$ cat config.mk
export PLATFORM = sky130hd
export DESIGN_NAME = scan_decoder_flat
export DESIGN_NICKNAME = d
export VERILOG_FILES = /design/src/rtl/scan_decoder_pkg.sv /design/src/rtl/scan_decoder_if.sv /design/src/rtl/scan_decoder_onehot_dec.sv /design/src/rtl/scan_decoder.sv /design/src/flat_wrapper.sv
export SDC_FILE = /design/constraint.sdc
export NUM_CORES = 1
export LEC_CHECK = 0
export BUFFER_PORTS_ARGS = -buffer_cell sky130_fd_sc_hd__buf_2
export CORE_MARGIN = 8
export CORE_UTILIZATION = 45
export CTS_BUF_LIST = sky130_fd_sc_hd__clkbuf_8
export DETAILED_ROUTE_END_ITERATION = 10
export PLACE_DENSITY = 0.68
export SYNTH_ARGS = -nofsm -noshare
export SYNTH_HDL_FRONTEND = slang
export SYNTH_SLANG_ARGS = --single-unit
$ cat constraint.sdc
create_clock -name clk -period 2.9 [get_ports clk]
set_clock_uncertainty 0.2 [all_clocks]
set_input_delay 0.145 -clock clk [delete_from_list [all_inputs] [get_ports clk]]
set_output_delay 0.145 -clock clk [all_outputs]
set_load 0.01 [all_outputs]
$ cat src/rtl/scan_decoder_pkg.sv
// Shared types, constants and the one-hot helper for the scan decoder.
// Optional break-before-make blanking is enabled by SCAN_DECODER_BLANK_EN.
package scan_decoder_pkg;

    typedef enum logic [1:0] {
        IDLE = 2'd0,
        HOLD = 2'd1,
        SCAN = 2'd2
    } state_t;

    localparam logic MODE_DIRECT = 1'b0;
    localparam logic MODE_SCAN   = 1'b1;
    localparam int   MAX_SEL_W   = 6;

    function automatic logic [63:0] onehot(
        input logic [MAX_SEL_W-1:0] i_idx,
        input int                   n
    );
        logic [63:0] w_v;
        w_v = '0;
        if (int'(i_idx) < n) begin
            w_v[i_idx] = 1'b1;
        end
        return w_v;
    endfunction

endpackage

$ cat src/rtl/scan_decoder_if.sv
// Direct-mode index request channel (valid/ready + index).
// Master drives the request, the decoder answers with sel_ready.
interface scan_decoder_if #(
    parameter int SEL_W = 4
) ();
    logic             sel_valid;
    logic             sel_ready;
    logic [SEL_W-1:0] sel;

    modport master (output sel_valid, output sel, input sel_ready);
    modport slave  (input sel_valid, input sel, output sel_ready);
endinterface

$ cat src/rtl/scan_decoder_onehot_dec.sv
// Combinational SEL_W -> 2**SEL_W one-hot decode.
// Generalises the fixed 4-to-16 decoder; holds no state.
module onehot_dec
    import scan_decoder_pkg::*;
#(
    parameter int SEL_W = 4,
    parameter int N     = 2**SEL_W
) (
    input  logic [SEL_W-1:0] i_idx,
    output logic [N-1:0]     o_sel
);
    assign o_sel = N'(onehot(MAX_SEL_W'(i_idx), N));
endmodule

$ cat src/rtl/scan_decoder.sv
// Registered one-hot select driver with direct (handshake) and scan modes.
// Define SCAN_DECODER_BLANK_EN for a one-cycle blank on every index change.
module scan_decoder
    import scan_decoder_pkg::*;
#(
    parameter  int SEL_W   = 4,
    parameter  int DWELL_W = 8,
    localparam int N       = 2**SEL_W
) (
    input  logic               clk,
    input  logic               rst_n,
    input  logic               en,
    input  logic               mode,
    input  logic [DWELL_W-1:0] dwell,
    scan_decoder_if.slave      sel_if,
    output logic [N-1:0]       o,
    output logic [SEL_W-1:0]   idx,
    output logic               wrap
);

    state_t             r_state;
    logic [SEL_W-1:0]   r_idx;
    logic [DWELL_W-1:0] r_cnt;
    logic [N-1:0]       r_o;
    logic               r_wrap;

    state_t             w_state_nx;
    logic [SEL_W-1:0]   w_idx_nx;
    logic [DWELL_W-1:0] w_cnt_nx;
    logic               w_wrap_nx;
    logic               w_ready;
    logic               w_accept;
    logic               w_show;
    logic [N-1:0]       w_dec;

    // Gated by rst_n so the request channel reads not-ready during reset
    assign w_ready  = rst_n & (r_state != SCAN) & (mode == MODE_DIRECT);
    assign w_accept = sel_if.sel_valid & w_ready;
    assign sel_if.sel_ready = w_ready;

    always_comb begin
        w_state_nx = r_state;
        w_idx_nx   = r_idx;
        w_cnt_nx   = r_cnt;
        w_wrap_nx  = 1'b0;
        unique case (r_state)
            IDLE, HOLD: begin
                if (mode == MODE_SCAN) begin
                    w_state_nx = SCAN;
                    w_idx_nx   = '0;
                    w_cnt_nx   = dwell;
                end else if (w_accept) begin
                    w_state_nx = HOLD;
                    w_idx_nx   = sel_if.sel;
                end
            end
            SCAN: begin
                if (mode == MODE_DIRECT) begin
                    w_state_nx = HOLD;
                end else if (r_cnt == '0) begin
                    w_idx_nx  = r_idx + SEL_W'(1);
                    w_cnt_nx  = dwell;
                    w_wrap_nx = (r_idx == SEL_W'(N-1));
                end else begin
                    w_cnt_nx = r_cnt - DWELL_W'(1);
                end
            end
            default: begin
                w_state_nx = IDLE;
                w_idx_nx   = '0;
                w_cnt_nx   = '0;
            end
        endcase
    end

`ifdef SCAN_DECODER_BLANK_EN
    assign w_show = en & (w_state_nx != IDLE)
                  & (w_idx_nx == r_idx)
                  & ~((w_state_nx == SCAN) & (r_state != SCAN));
`else
    assign w_show = en & (w_state_nx != IDLE);
`endif

    onehot_dec #(
        .SEL_W (SEL_W),
        .N     (N)
    ) u_dec (
        .i_idx (w_idx_nx),
        .o_sel (w_dec)
    );

    always_ff @(posedge clk or negedge rst_n) begin
        if (!rst_n) begin
            r_state <= IDLE;
            r_idx   <= '0;
            r_cnt   <= '0;
            r_o     <= '0;
            r_wrap  <= 1'b0;
        end else begin
            r_state <= w_state_nx;
            r_idx   <= w_idx_nx;
            r_cnt   <= w_cnt_nx;
            r_o     <= w_show ? w_dec : '0;
            r_wrap  <= w_wrap_nx;
        end
    end

    assign o    = r_o;
    assign idx  = r_idx;
    assign wrap = r_wrap;

endmodule
$ cat src/flat_wrapper.sv
// flat-port wrapper written by rule: the top's interface ports become plain ports
module scan_decoder_flat import scan_decoder_pkg::*;
#(
    parameter  int SEL_W   = 4,
    parameter  int DWELL_W = 8,
    localparam int N       = 2**SEL_W
)
  (clk, rst_n, en, mode, dwell, o, idx, wrap, sel_if_sel_valid, sel_if_sel, sel_if_sel_ready);
  scan_decoder_if #(.SEL_W(SEL_W)) sel_if_i ();
  input  logic clk;
  input  logic rst_n;
  input  logic en;
  input  logic mode;
  input  logic [DWELL_W-1:0] dwell;
  output logic [N-1:0] o;
  output logic [SEL_W-1:0] idx;
  output logic wrap;
  input wire logic [$bits(sel_if_i.sel_valid)-1:0] sel_if_sel_valid;
  input wire logic [$bits(sel_if_i.sel)-1:0] sel_if_sel;
  output wire logic [$bits(sel_if_i.sel_ready)-1:0] sel_if_sel_ready;
  assign sel_if_i.sel_valid = sel_if_sel_valid;
  assign sel_if_i.sel = sel_if_sel;
  assign sel_if_sel_ready = sel_if_i.sel_ready;
  scan_decoder #(.SEL_W(SEL_W), .DWELL_W(DWELL_W)) u_core (.clk(clk), .rst_n(rst_n), .en(en), .mode(mode), .dwell(dwell), .sel_if(sel_if_i), .o(o), .idx(idx), .wrap(wrap));
endmodule
==> results of run 1 <==
cells in the mapped netlist (5+ instances only):
| cell type | instances |
|---|---|
| nor4_1 | 5 |
| inv_1 | 5 |
| nor2_1 | 9 |
| o21ai_0 | 6 |
| dfrtp_1 | 31 |
| nor3_1 | 7 |
| nor4b_1 | 7 |
| nand2_1 | 8 |
| mux2i_1 | 7 |
cell families (layout without fill, tap and decap cells):
| kind of cell | after synthesis | count (layout) | share of synthesized area [%] |
|---|---|---|---|
| AOI/OAI and AO/OA | 34 | 34 | 15.9 |
| buffers and inverters | 16 | 64 | 4.22 |
| and+or+nand+nor | 64 | 64 | 25.8 |
| adders and majority gates | 3 | 3 | 2.18 |
| DFF | 31 | 31 | 45.1 |
| xor gates and xnor gates | 4 | 4 | 2.04 |
| muxes | 8 | 8 | 4.73 |
power groups by stage:
stage | combinational [µW] | sequential, µW | clock [µW]
after floorplan | 160 | 505 | 0
after global placement | 209 | 515 | 0
after detailed placement | 216 | 518 | 0
after CTS | 225 | 512 | 385
after global routing | 248 | 519 | 402
final | 225 | 515 | 385
final cells by class:
cell class	count	share of cell area (%)
Multi-Input combinational cell	113	41.2
Sequential cell	31	36.3
Timing Repair Buffer	50	13.8
Clock buffer	7	4.51
Tap cell	48	2.81
Inverter	6	1.05
Clock inverter	1	0.351
registers in the layout, indices dropped and copies added, names as in the netlist:
name and cells:
u_core.r_cnt 8, u_core.wrap 1, u_core.idx 4, u_core.o 16, u_core.r_state 2
stage by stage:
step | std cells | power [µW] | area (µm²)
3_5_place_dp | 242 | 733 | 1960
4_1_cts | 256 | 1120 | 2130
5_1_grt | 256 | 1170 | 2140
3_3_place_gp | 242 | 724 | 1960
2_1_floorplan | 160 | 665 | 1720
6_report | 256 | 1120 | 2140
timing repair:
item,CTS,global route
resized for setup,0,1
setup buffers,0,0
endpoints found under the hold margin,36,0
hold buffers,6,0
setup endpoints to repair,0,2
path summary, 6_finish.rpt:
path                                          endpoint                         from  cells after the start
max in group asynchronous        u_core.o[6]$_DFF_PN0_                        rst_n                      3
hold / removal             u_core.r_cnt[6]$_DFFE_PN0P_                     dwell[6]                      3
setup reg to reg                 u_core.o[5]$_DFF_PN0_  u_core.r_cnt[0]$_DFFE_PN0P_                      8
setup / recovery                 u_core.o[5]$_DFF_PN0_  u_core.r_cnt[0]$_DFFE_PN0P_                      8
hold reg to reg                  u_core.wrap$_DFF_PN0_      u_core.idx[3]$_DFF_PN0_                      2
min in group asynchronous  u_core.r_cnt[0]$_DFFE_PN0P_                        rst_n                      3
metal layers:
| layer | part of all wire, % | routed length, µm | GRT usage, % |
|---|---|---|---|
| met4 | 0.90 | 40 | 5.47 |
| met3 | 4.9 | 218 | 4.84 |
| met2 | 49 | 2190 | 23.3 |
| met5 | 0 | 0 | 0 |
| met1 | 45 | 2020 | 19.1 |
worst register-to-register path: stages (launching register included):
cell	delay (ps)
dfrtp_1	450
inv_1	110
ha_1	190
or3b_2	510
nor4_2	280
xnor2_1	180
o22ai_2	100
buf_4	200
nor4b_1	360
==> results list, run 1 <==
- Die Ht: 77.8 µm
- Entering global routing, the biggest net connects 32 pins.
- Seq/Total Area, Yosys: 45.1%
- Leading area contributor after synthesis: dfrtp_1
* Post-CTS clock slew at the launch and capture registers of the worst setup and hold paths: 70 ps
- Number of enable-type register cells in the synthesized netlist: 0
- Most common cell after layout, fill and taps aside: buf_2
* Total CTS buffers: 5
- Fraction of layout cells with a size suffix above 1: between 30% and 40%
- Mapped cell area: 1720 µm²
- Critical path class: reg2reg
* Max-Slew Margin vs Limit: 57.6%
* Synthesis warning total: 0
- Leaving out fill and tap cells, the most frequent cells in the layout are 38 x buf_2, 31 x dfrtp_1, 9 x nor2_1.
* Number of I/O pins: 39
- VDD sags by at most 0.296 mV.
- Setup violations, final: 0
- Achievable Freq: 369 MHz
- For this run, the detailed router's first-pass iteration total came to 4.
- Tmin final: 2710 ps
- 0 antenna diodes ended up in the layout.
- Horizontal die dimension: 77.8 µm
* Number of global-route vias before repair: 1513
- After synthesis, the share of flip-flops with an asynchronous set or reset is 100%.
- Summed over all layers, the routed wires come to 4460 µm.
- Summed over all cells, the static leakage comes to 0.000998 µW.
- The analysis attributes to net switching a power of 345 µW.
- The first routing iteration left 98 violations.
- The first global-routing pass estimated 7470 µm of wire.
* Num Clock Sinks: 31
* Antenna violations before repair: 0
* Type of element capturing the critical path: register
- The routed layout has around 1.5k vias.
- Clock network fraction of design power: 34.2%
- Slew at the pin closest to its max-slew limit: 629 ps
- After detailed routing, the average wire length per cell comes to 17.4 µm.
- Yosys attributes the largest share of cell area to dfrtp_1 45%, mux2i_1 4.1%, nor4b_1 3.6%.
- Filler cell count in the final layout: 314
* Hold Violations, Final: 0
* Main synth FF type: dfrtp_1
- The synthesized design contains 31 register bits.
* Post-Syn Nets: 180
- Data on the critical path is required at its endpoint by 2860 ps.
* Outcome: finished clean
- Peak fanout along the critical path: 17
- Setup slack after placement: about 160 ps
- For this run, the slowest stage of the critical path takes 510 ps.
* Floorplan row count: 22
- Int Power: slightly below 800 µW
* Register-to-register setup slack: between 150 and 200 ps
* Detail-routed via count per cell: 5.79
* Power per Cell Area: 526 nW/µm²
* TritonCTS clock tree: built
- Detailed placement finished with a half-perimeter wire length of 3130 µm.
- In the final timing run, aggregate negative setup slack is 0 ps.
* Period Utilization, post-route: 93.5%
- Area of the core region: 3660 µm²
- Across the whole layout, storage elements account for between 700 and 800 µm².
- Across all setup checks in the final design, the least slack found is 188 ps.
- Synthesis instantiated 50 different standard cells from the library.
- The multi-input combinational cells in the finished layout cover a total of 880 µm².
- The tree is rooted in a clkbuf_8.
- RePlAce Congestion: approximately 0.83
* Maximum Capacitance Violations: 0
- Layout area overhead: 24.3%
- Endpoint arrival time on the critical path: 2680 ps
- Count of unresolved DRC violations after routing: 0
- Synthesis produced 160 cells.
- For this design, the slowest cell found on the critical path is or3b_2.
- Of the total power, combinational logic draws 20.0%.
- At the end of the flow, the number of nets in the layout was 227.
* Global routing usage summed across all routing layers: 15.1%
- Synthesized area per cell: 10.7 µm²
* Kind of cell adding the most delay to the critical path: simple AND/OR/NAND/NOR gates
- Post-route ant nets: 0
- The signal on the critical path passes through inv_1 -> ha_1 -> or3b_2 -> nor4_2 -> xnor2_1 -> o22ai_2 -> buf_4 -> nor4b_1.
* Class of the most critical hold timing path: in2reg
* Die area: 6050 µm²
- On the final layout, the worst hold slack is approximately 16 ps.
- Fraction of power spent switching nets: a little under a third
- Initial Util: 47.0%
* Number of max-slew violations in the final report: 0
- Count of buffers from port buffering: 38
- STA classifies the critical path startpoint as a register.
- The longest clock path from root to sink contains 2 buffers.
- Post-route core utilization: approximately three fifths
* # H-tree levels: 2
* Residual overflow from global routing: 0
* Unrepaired setup endpoints after global routing: false
- The later pin in the worst-skew pair is clocked with a latency of 290 ps.
* Number of buffer and inverter stages on the critical path: 2
- Proportion of netlist area held by the largest area contributor: 45.1%
- Portion of total power attributed to sequential cells: 45.8%
No activity file was read; power rests on OpenSTA's default activity.
==> inputs of run 2 (changes only) <==
--- a/config.mk
+++ b/config.mk
@@ -11,6 +11,7 @@
 export CTS_BUF_LIST = sky130_fd_sc_hd__clkbuf_8
 export DETAILED_ROUTE_END_ITERATION = 10
 export PLACE_DENSITY = 0.68
+export RECOVER_POWER = 25
 export SYNTH_ARGS = -nofsm -noshare
 export SYNTH_HDL_FRONTEND = slang
 export SYNTH_SLANG_ARGS = --single-unit
==> run 2 against run 1 <==
Compared with the run above:
- cell count unchanged
- the run now ends with max-capacitance violations, max-slew violations left
- register-to-register slack is essentially flat
- largest power group unchanged
- setup slack gained 6.3 ps
- critical path depth fell by 1
- power decreased by 0.21%
- maximum frequency increased by 0.23%
- clock power hardly changed
- critical path type unchanged
==> results list, run 2 (same netlist as run 1, synthesis figures left out) <==
* Antenna violations before repair: 0 (unchanged)
- The global routing usage summed across all routing layers is 15.1% (unchanged).
* Ordered list of cells on the worst path: inv_1 -> ha_1 -> or3b_2 -> or4_4 -> and2_4 -> o221ai_4 -> and4b_1
- The critical path in this run is classified as reg2reg.
* Type of element capturing the critical path: register
- Tracing the worst setup path back leads to its startpoint at u_core.r_cnt[0]$_DFFE_PN0P_.
- The worst path required time was 2880 ps (+20 ps).
- The worst max-slew margin expressed relative to the limit came to -7.97% (-66 points).
- The area of the core was 3660 µm² (unchanged).
* Latest clock arrival within the worst-skew pair: 290 ps (about the same)
* Filler cell count in the final layout: 317 (+0.96%)
* Post-Route Setup TNS: 0 ps (unchanged)
* Peak fanout along the critical path: 8 (-9)
- The net count reported at finish was 227 (unchanged).
- The worst setup path is launched from a register.
- The area growth from synthesis to layout is 24.0%.
- The highest achievable clock rate is 370 MHz (+0.23%).
- The overall die area was 6050 µm² (unchanged).
- The total area of sequential cells was 776 µm² (unchanged).
* Total CTS buffers: 5 (unchanged)
- The remaining global-route overflow was 0 (unchanged).
- Count of vias placed by the detailed router: 1481 (-0.13%)
- The share of final-layout standard cells stronger than drive strength 1 was 32.7% (-0.96 points).
- Tmin final: 2710 ps (-6.32 ps)
- The number of endpoints with negative hold slack in the final report was 0 (unchanged).
- The leakage dissipation was 0.000992 µW (-0.64%).
- The number of nets with antenna violations after routing came to 0 (unchanged).
* Maximum clock insertion buffer count: 2 (unchanged)
- Number of buffer and inverter stages on the critical path: 1 (-1)
- The global-route wire length before repair came to 7470 µm (unchanged).
- Combined area of the multi-input logic cells: 880 µm² (unchanged)
- The buffer count from post-CTS setup fixing came to 0 (unchanged).
- The pin slew with the least headroom to its limit came to 1620 ps (+991 ps).
- Launch instance of the worst min-delay path: dwell[6]
- The checks that failed: max-capacitance violations, max-slew violations.
- The maximum number of pins on one net before global-route repair came to 32 (unchanged).
* Number of max-slew violations in the final report: 32 (+32)
- The number of levels in the clock H-tree was 2 (unchanged).
- The starting density of the core is 47.0% (unchanged).
* Period Utilization, post-route: 93.3% (-0.22 points)
* Cell with the biggest individual delay on the critical path: or3b_2
- The length of routed met2 wiring was 2220 µm (+1.5%).
* Unrepaired setup endpoints after global routing: false
- Maximum Capacitance Violations: 1 (+1)
- Starting DRT DRC Count: 110 (+12%)
- The power density normalized to cell area is 527 nW/µm² (about the same).
* Detailed placer's ending HPWL: 3130 µm (unchanged)
- Detail-routed via count per cell: 5.79 (-0.13%)
* Uppermost layer routed: met4
* Most common cell after layout, fill and taps aside: buf_2
* Stage delay of the slowest cell on the critical path: 510 ps (about the same)
* Hold Slack: 14.7 ps (-0.812 ps)
- Root buffer cell: clkbuf_8
- The wire length per cell after detailed routing was 17.4 µm (-0.40%).
- TritonCTS clock tree: built
- Count of buffers from port buffering: 38 (unchanged)
* Final antenna diode count: 0 (unchanged)
* Die Ht: 77.8 µm (unchanged)
- Met3 Routed Length: 188 µm (-14%)
* First drt pass iteration count: 5 (+1)
* Most used cells in the layout excluding fill and tap cells: 37 x buf_2, 31 x dfrtp_1, 9 x nor2_1
- The final weighted congestion in routability-driven placement came to 0.835 (unchanged).
- The worst hold path belongs to the class in2reg.
- The clock-pin transition on the worst setup and hold timing paths is 70 ps (about the same).
* Number of global-route vias before repair: 1513 (unchanged)
- The number of cell rows came to 22 (unchanged).
* Routed length on met1: 2000 µm (-1.1%)
* Count of unresolved DRC violations after routing: 0 (unchanged)
* Setup violations, final: 0 (unchanged)
- The die width was 77.8 µm (unchanged).
* Kind of cell adding the most delay to the critical path: simple AND/OR/NAND/NOR gates
- Max reg flops: 16 (unchanged)
* Startpoint of the most critical register-to-register path: u_core.r_cnt[0]$_DFFE_PN0P_
- The number of top-level design ports is 39 (unchanged).
* Endpoint arrival time on the critical path: 2680 ps (about the same)
- Outcome: complete, but fails checks
- The number of sinks on the clock net came to 31 (unchanged).
- The wire length reported by the detailed router came to 4450 µm (-0.40%).
* Worst voltage drop across the vdd grid: 0.296 mV (-0.19%)
[run 2: cell count changes in the layout (fill, tap and decap cells not counted)]
cell	change
buf_2	-1
buf_4	-1
clkbuf_1	+2
[run 2: what timing repair did]
| action | 4_1_cts | 5_1_grt |
|---|---|---|
| hold endpoints to repair | 36 | 0 |
| hold buffers | 6 | 0 |
| resized for setup | 0 | 1 |
| endpoints found under the setup margin | 0 | 2 |
[run 2: layout make-up]
class	instances	share of cell area (%)
multi-input combinational	113	41.3
clock inverter	1	0.352
inverter	6	1.06
clock buffer	7	4.52
timing repair buffer	50	13.6
sequential	31	36.4
tap	48	2.82
[run 2: power by group]
group	internal [µW]	switching, µW
combinational	104	120
sequential	460	54.2
clock	216	169
total	779	343
[run 2: layer usage]
metal  vias up  track usage, %
li1        702               -
met1       738            19.1
met2        36            23.3
met3         5            4.84
met4         0            5.47
met5         -               0
[run 2: final timing paths]
| path | end | slack [ps] | depth (start not counted) |
|---|---|---|---|
| setup / recovery | u_core.o[14]$_DFF_PN0_ | 190 | 7 |
| hold / removal | u_core.r_cnt[6]$_DFFE_PN0P_ | 10 | 3 |
| setup reg to reg | u_core.o[14]$_DFF_PN0_ | 190 | 7 |
| hold reg to reg | u_core.wrap$_DFF_PN0_ | 400 | 2 |
| max in group asynchronous | u_core.o[6]$_DFF_PN0_ | 790 | 3 |
| min in group asynchronous | u_core.r_cnt[0]$_DFFE_PN0P_ | 760 | 3 |
[run 2: tightest hold or removal path: cells and delay by family]
family | cells | cell delay, ps
AO/OA/AOI/OAI | 2 | 220
buffers and inverters | 1 | 100
[run 2: stage by stage]
step / worst slack, ps / power, µW / util, % / cell area [µm²] / instances
2_1_floorplan: 368 / 665 / - / 1720 / 160
3_3_place_gp: 251 / 724 / 53.7 / 1960 / 242
3_5_place_dp: 163 / 733 / 53.7 / 1960 / 242
4_1_cts: 133 / 1120 / 58.1 / 2130 / 256
5_1_grt: 19.5 / 1170 / 58.2 / 2130 / 256
6_report: 194 / 1120 / 58.2 / 2130 / 256
==> inputs of run 3 (changes only) <==
--- a/config.mk
+++ b/config.mk
@@ -10,7 +10,7 @@
 export CORE_UTILIZATION = 45
 export CTS_BUF_LIST = sky130_fd_sc_hd__clkbuf_8
 export DETAILED_ROUTE_END_ITERATION = 10
-export PLACE_DENSITY = 0.68
+export PLACE_DENSITY = 0.71
 export RECOVER_POWER = 25
 export SYNTH_ARGS = -nofsm -noshare
 export SYNTH_HDL_FRONTEND = slang
==> constraint.sdc (replaced) <==
create_clock -name clk -period 2.4 [get_ports clk]
set_clock_uncertainty 0.2 [all_clocks]
set_input_delay 0.12 -clock clk [delete_from_list [all_inputs] [get_ports clk]]
set_output_delay 0.12 -clock clk [all_outputs]
set_load 0.01 [all_outputs]
==> run 3 against run 2 <==
Compared with the run above:
- the run ends with negative setup slack left
- cell area is 19% higher
- global-route usage grew 1.7 points
- critical path depth is 1 higher
- critical endpoint is now u_core.o[7]$_DFF_PN0_
- maximum frequency increased by 6.9%
- die area did not move
- count of clock-buffer cells in the layout stayed put
- combinational power rose by 93%
- first-iteration DRC count rose by 55%
- setup slack worse by 320 ps
- wire length rose by 14%
- hold slack improved by 38 ps
- largest power group unchanged
- register-to-register slack worse by 320 ps
==> results list, run 3 (same netlist as run 1, synthesis figures left out) <==
- The clock period minus worst slack is 2530 ps (-176 ps).
- The detail-routed via count per cell is 5.65 (-2.3%).
- Leakage power: 0.00117 µW (+18%)
- Maximum clock insertion buffer count: 2 (unchanged)
- The clock-pin transition on the worst setup and hold timing paths came to 70 ps (about the same).
* Filler cell count in the final layout: 269 (-15%)
- The maximum number of pins on one net before global-route repair is 32 (unchanged).
* Latest clock arrival within the worst-skew pair: 290 ps (about the same)
- Root buffer cell: clkbuf_8
* Final std cells w/o fill: 287 (+12%)
- Endpoint arrival time on the critical path: 2520 ps (-160 ps)
- Number of global-route vias before repair: 1609 (+6.3%)
- Antenna violations before repair: 0 (unchanged)
- The total DRC errors in the routed layout is 0 (unchanged).
* Smallest setup slack after layout: -130 ps (-324 ps)
* Detailed placer's ending HPWL: 3450 µm (+10%)
* Fraction of layout cells with a size suffix above 1: 46.0% (+13 points)
- Count of vias placed by the detailed router: 1622 (+9.5%)
- The total placed cells including tap cells was 260 (+7.4%).
- The highest achievable clock rate was 395 MHz (+6.9%).
- In this run the worst setup path terminates at u_core.o[7]$_DFF_PN0_.
* Worst setup path start: u_core.r_cnt[0]$_DFFE_PN0P_
* Horizontal die dimension: 77.8 µm (unchanged)
- The setup TNS came to -1680 ps (-1680 ps).
- The number of nets with antenna violations after routing is 0 (unchanged).
- The placed cell area came to 2120 µm² (+8.2%).
- Slew at the pin closest to its max-slew limit: 763 ps (-857 ps)
* Number of cells on the worst reg-to-reg path: 8 (+1)
- The number of cell rows was 22 (unchanged).
* Crit path required time: 2390 ps (-490 ps)
- The wire length per cell after detailed routing came to 17.6 µm (+1.6%).
* Violations in the final reports: negative setup slack
- The die extent in y is 77.8 µm (unchanged).
- Number of max-slew violations in the final report: 0 (-100%)
* Most used cells in the layout excluding fill and tap cells: 38 x buf_2, 30 x dfrtp_1, 28 x buf_4
- The number of iterations in the first detailed-routing pass was 4 (-1).
- The library cell used most frequently in the layout, excluding fill and tap cells, is buf_2.
- The number of flip-flops in the largest register was 16 (unchanged).
- Starting DRT DRC Count: 170 (+55%)
- Residual overflow from global routing: 0 (unchanged)
* Setup slack after placement: -249 ps (-412 ps)
- Startpoint of the most critical register-to-register path: u_core.r_cnt[0]$_DFFE_PN0P_
- Setup repair after global routing could not meet its margin everywhere.
* Hold Slack: 53.0 ps (+38.3 ps)
* Setup crit start kind: register
- From synthesis to final layout, the design area changed by 48.0%.
- Hold Violations, Final: 0 (unchanged)
- Class of the most critical hold timing path: in2reg
- The number of input and output port buffers inserted was 38 (unchanged).
* Peak fanout along the critical path: 7 (-1)
- The power density normalized to cell area is 575 nW/µm² (+9.2%).
* Max-Slew Margin vs Limit: 49.2% (+57 points)
- The overall die area is 6050 µm² (unchanged).
* RePlAce Congestion: 0.876 (+5.0%)
* Num Clock Sinks: 31 (unchanged)
- The critical path in this run is classified as reg2reg.
- The number of diodes added for antenna fixing is 0 (unchanged).
- Total CTS buffers: 5 (unchanged)
- Maximum Capacitance Violations: 0 (-1)
* Period Utilization, post-route: 105% (+12 points)
- Global routing usage summed across all routing layers: 16.8% (+1.7 points)
- Setup violations, final: 16 (+16)
- # H-tree levels: 2 (unchanged)
- In this run the critical register-to-register path is captured at u_core.o[7]$_DFF_PN0_.
- Initial Util: 47.0% (unchanged)
* Non-Filler Cell Area, Final: 2540 µm² (+19%)
* Count of nets after finishing: 258 (+14%)
- The number of top-level design ports was 39 (unchanged).
- The wire length reported by the detailed router was 5060 µm (+14%).
- Worst voltage drop across the vdd grid: 0.491 mV (+66%)
- TritonCTS clock tree: built
- Register-to-register setup slack: -130 ps (-320 ps)
- The area of the core is 3660 µm² (unchanged).
- Outcome: complete, but fails checks
* Type of element capturing the critical path: register
- The global-route wire length before repair came to 8210 µm (+9.9%).
==> run 3: cell types whose count changed in the layout (fill, tap and decap cells not counted), sizes merged <==
cell | previous run | this run
buf | 42 | 70
dlygate4sd3 | 6 | 9
clkinv | 1 | 0
inv | 5 | 6
==> run 3: cell type report <==
cell class              instances  area, µm²  share of cell area (%)
well taps                      48       60.1                    2.36
inverters                       6       26.3                    1.03
clock inverters                 1       3.75                   0.147
clock buffers                   7       96.3                    3.79
flip-flops and latches         31        777                    30.5
repair buffers                 81        553                    21.7
multi-input cells             113       1030                    40.4
==> run 3: worst max-delay path, cell delays in order (launching register included) <==
cell and delay (ps):
dfrtp_1 400, inv_2 90, ha_4 140, or3b_4 410, or4_4 520, a21oi_4 180, o31ai_4 130, buf_4 160
nor4b_2 200
==> run 3: worst min path at each step <==
stage | startpoint | end | cells past startpoint
finish | dwell[2] | u_core.r_cnt[2]$_DFFE_PN0P_ | 4
global route | sel_if_sel_valid | u_core.r_state[0]$_DFF_PN0_ | 3
CTS | dwell[2] | u_core.r_cnt[2]$_DFFE_PN0P_ | 4
detailed placement | rst_n | u_core.r_cnt[1]$_DFFE_PN0P_ | 2
global placement | rst_n | u_core.r_cnt[1]$_DFFE_PN0P_ | 2
floorplan | rst_n | u_core.idx[0]$_DFF_PN0_ | 0
==> run 3: power breakdown <==
part           internal, µW  switching [µW]  total (µW)
clock network           257             188         445
registers               557            28.4         585
logic                   209             225         433
total                  1020             441        1460
==> run 3: repair_timing <==
| item | CTS | global route |
|---|---|---|
| setup endpoints to repair | 16 | 16 |
| hold endpoints to repair | 38 | 0 |
| gates cloned | 0 | 0 |
| hold buffers | 9 | 0 |
| setup buffers | 4 | 7 |
| pin swaps | 13 | 7 |
| resized for setup | 21 | 6 |
==> run 3: per-stage QoR <==
stage | util, % | total power [µW]
6_report | 69.5 | 1460
5_1_grt | 69.5 | 1530
2_1_floorplan | - | 807
3_5_place_dp | 58.0 | 966
4_1_cts | 67.3 | 1450
3_3_place_gp | 58.0 | 951
==> run 3: routing by layer <==
layer	track usage, %	up-vias	wire length, µm
met5	0	-	0
met4	6.42	0	85
met3	5.18	11	383
met2	26.9	58	2550
met1	20.6	793	2040
li1	-	760	-
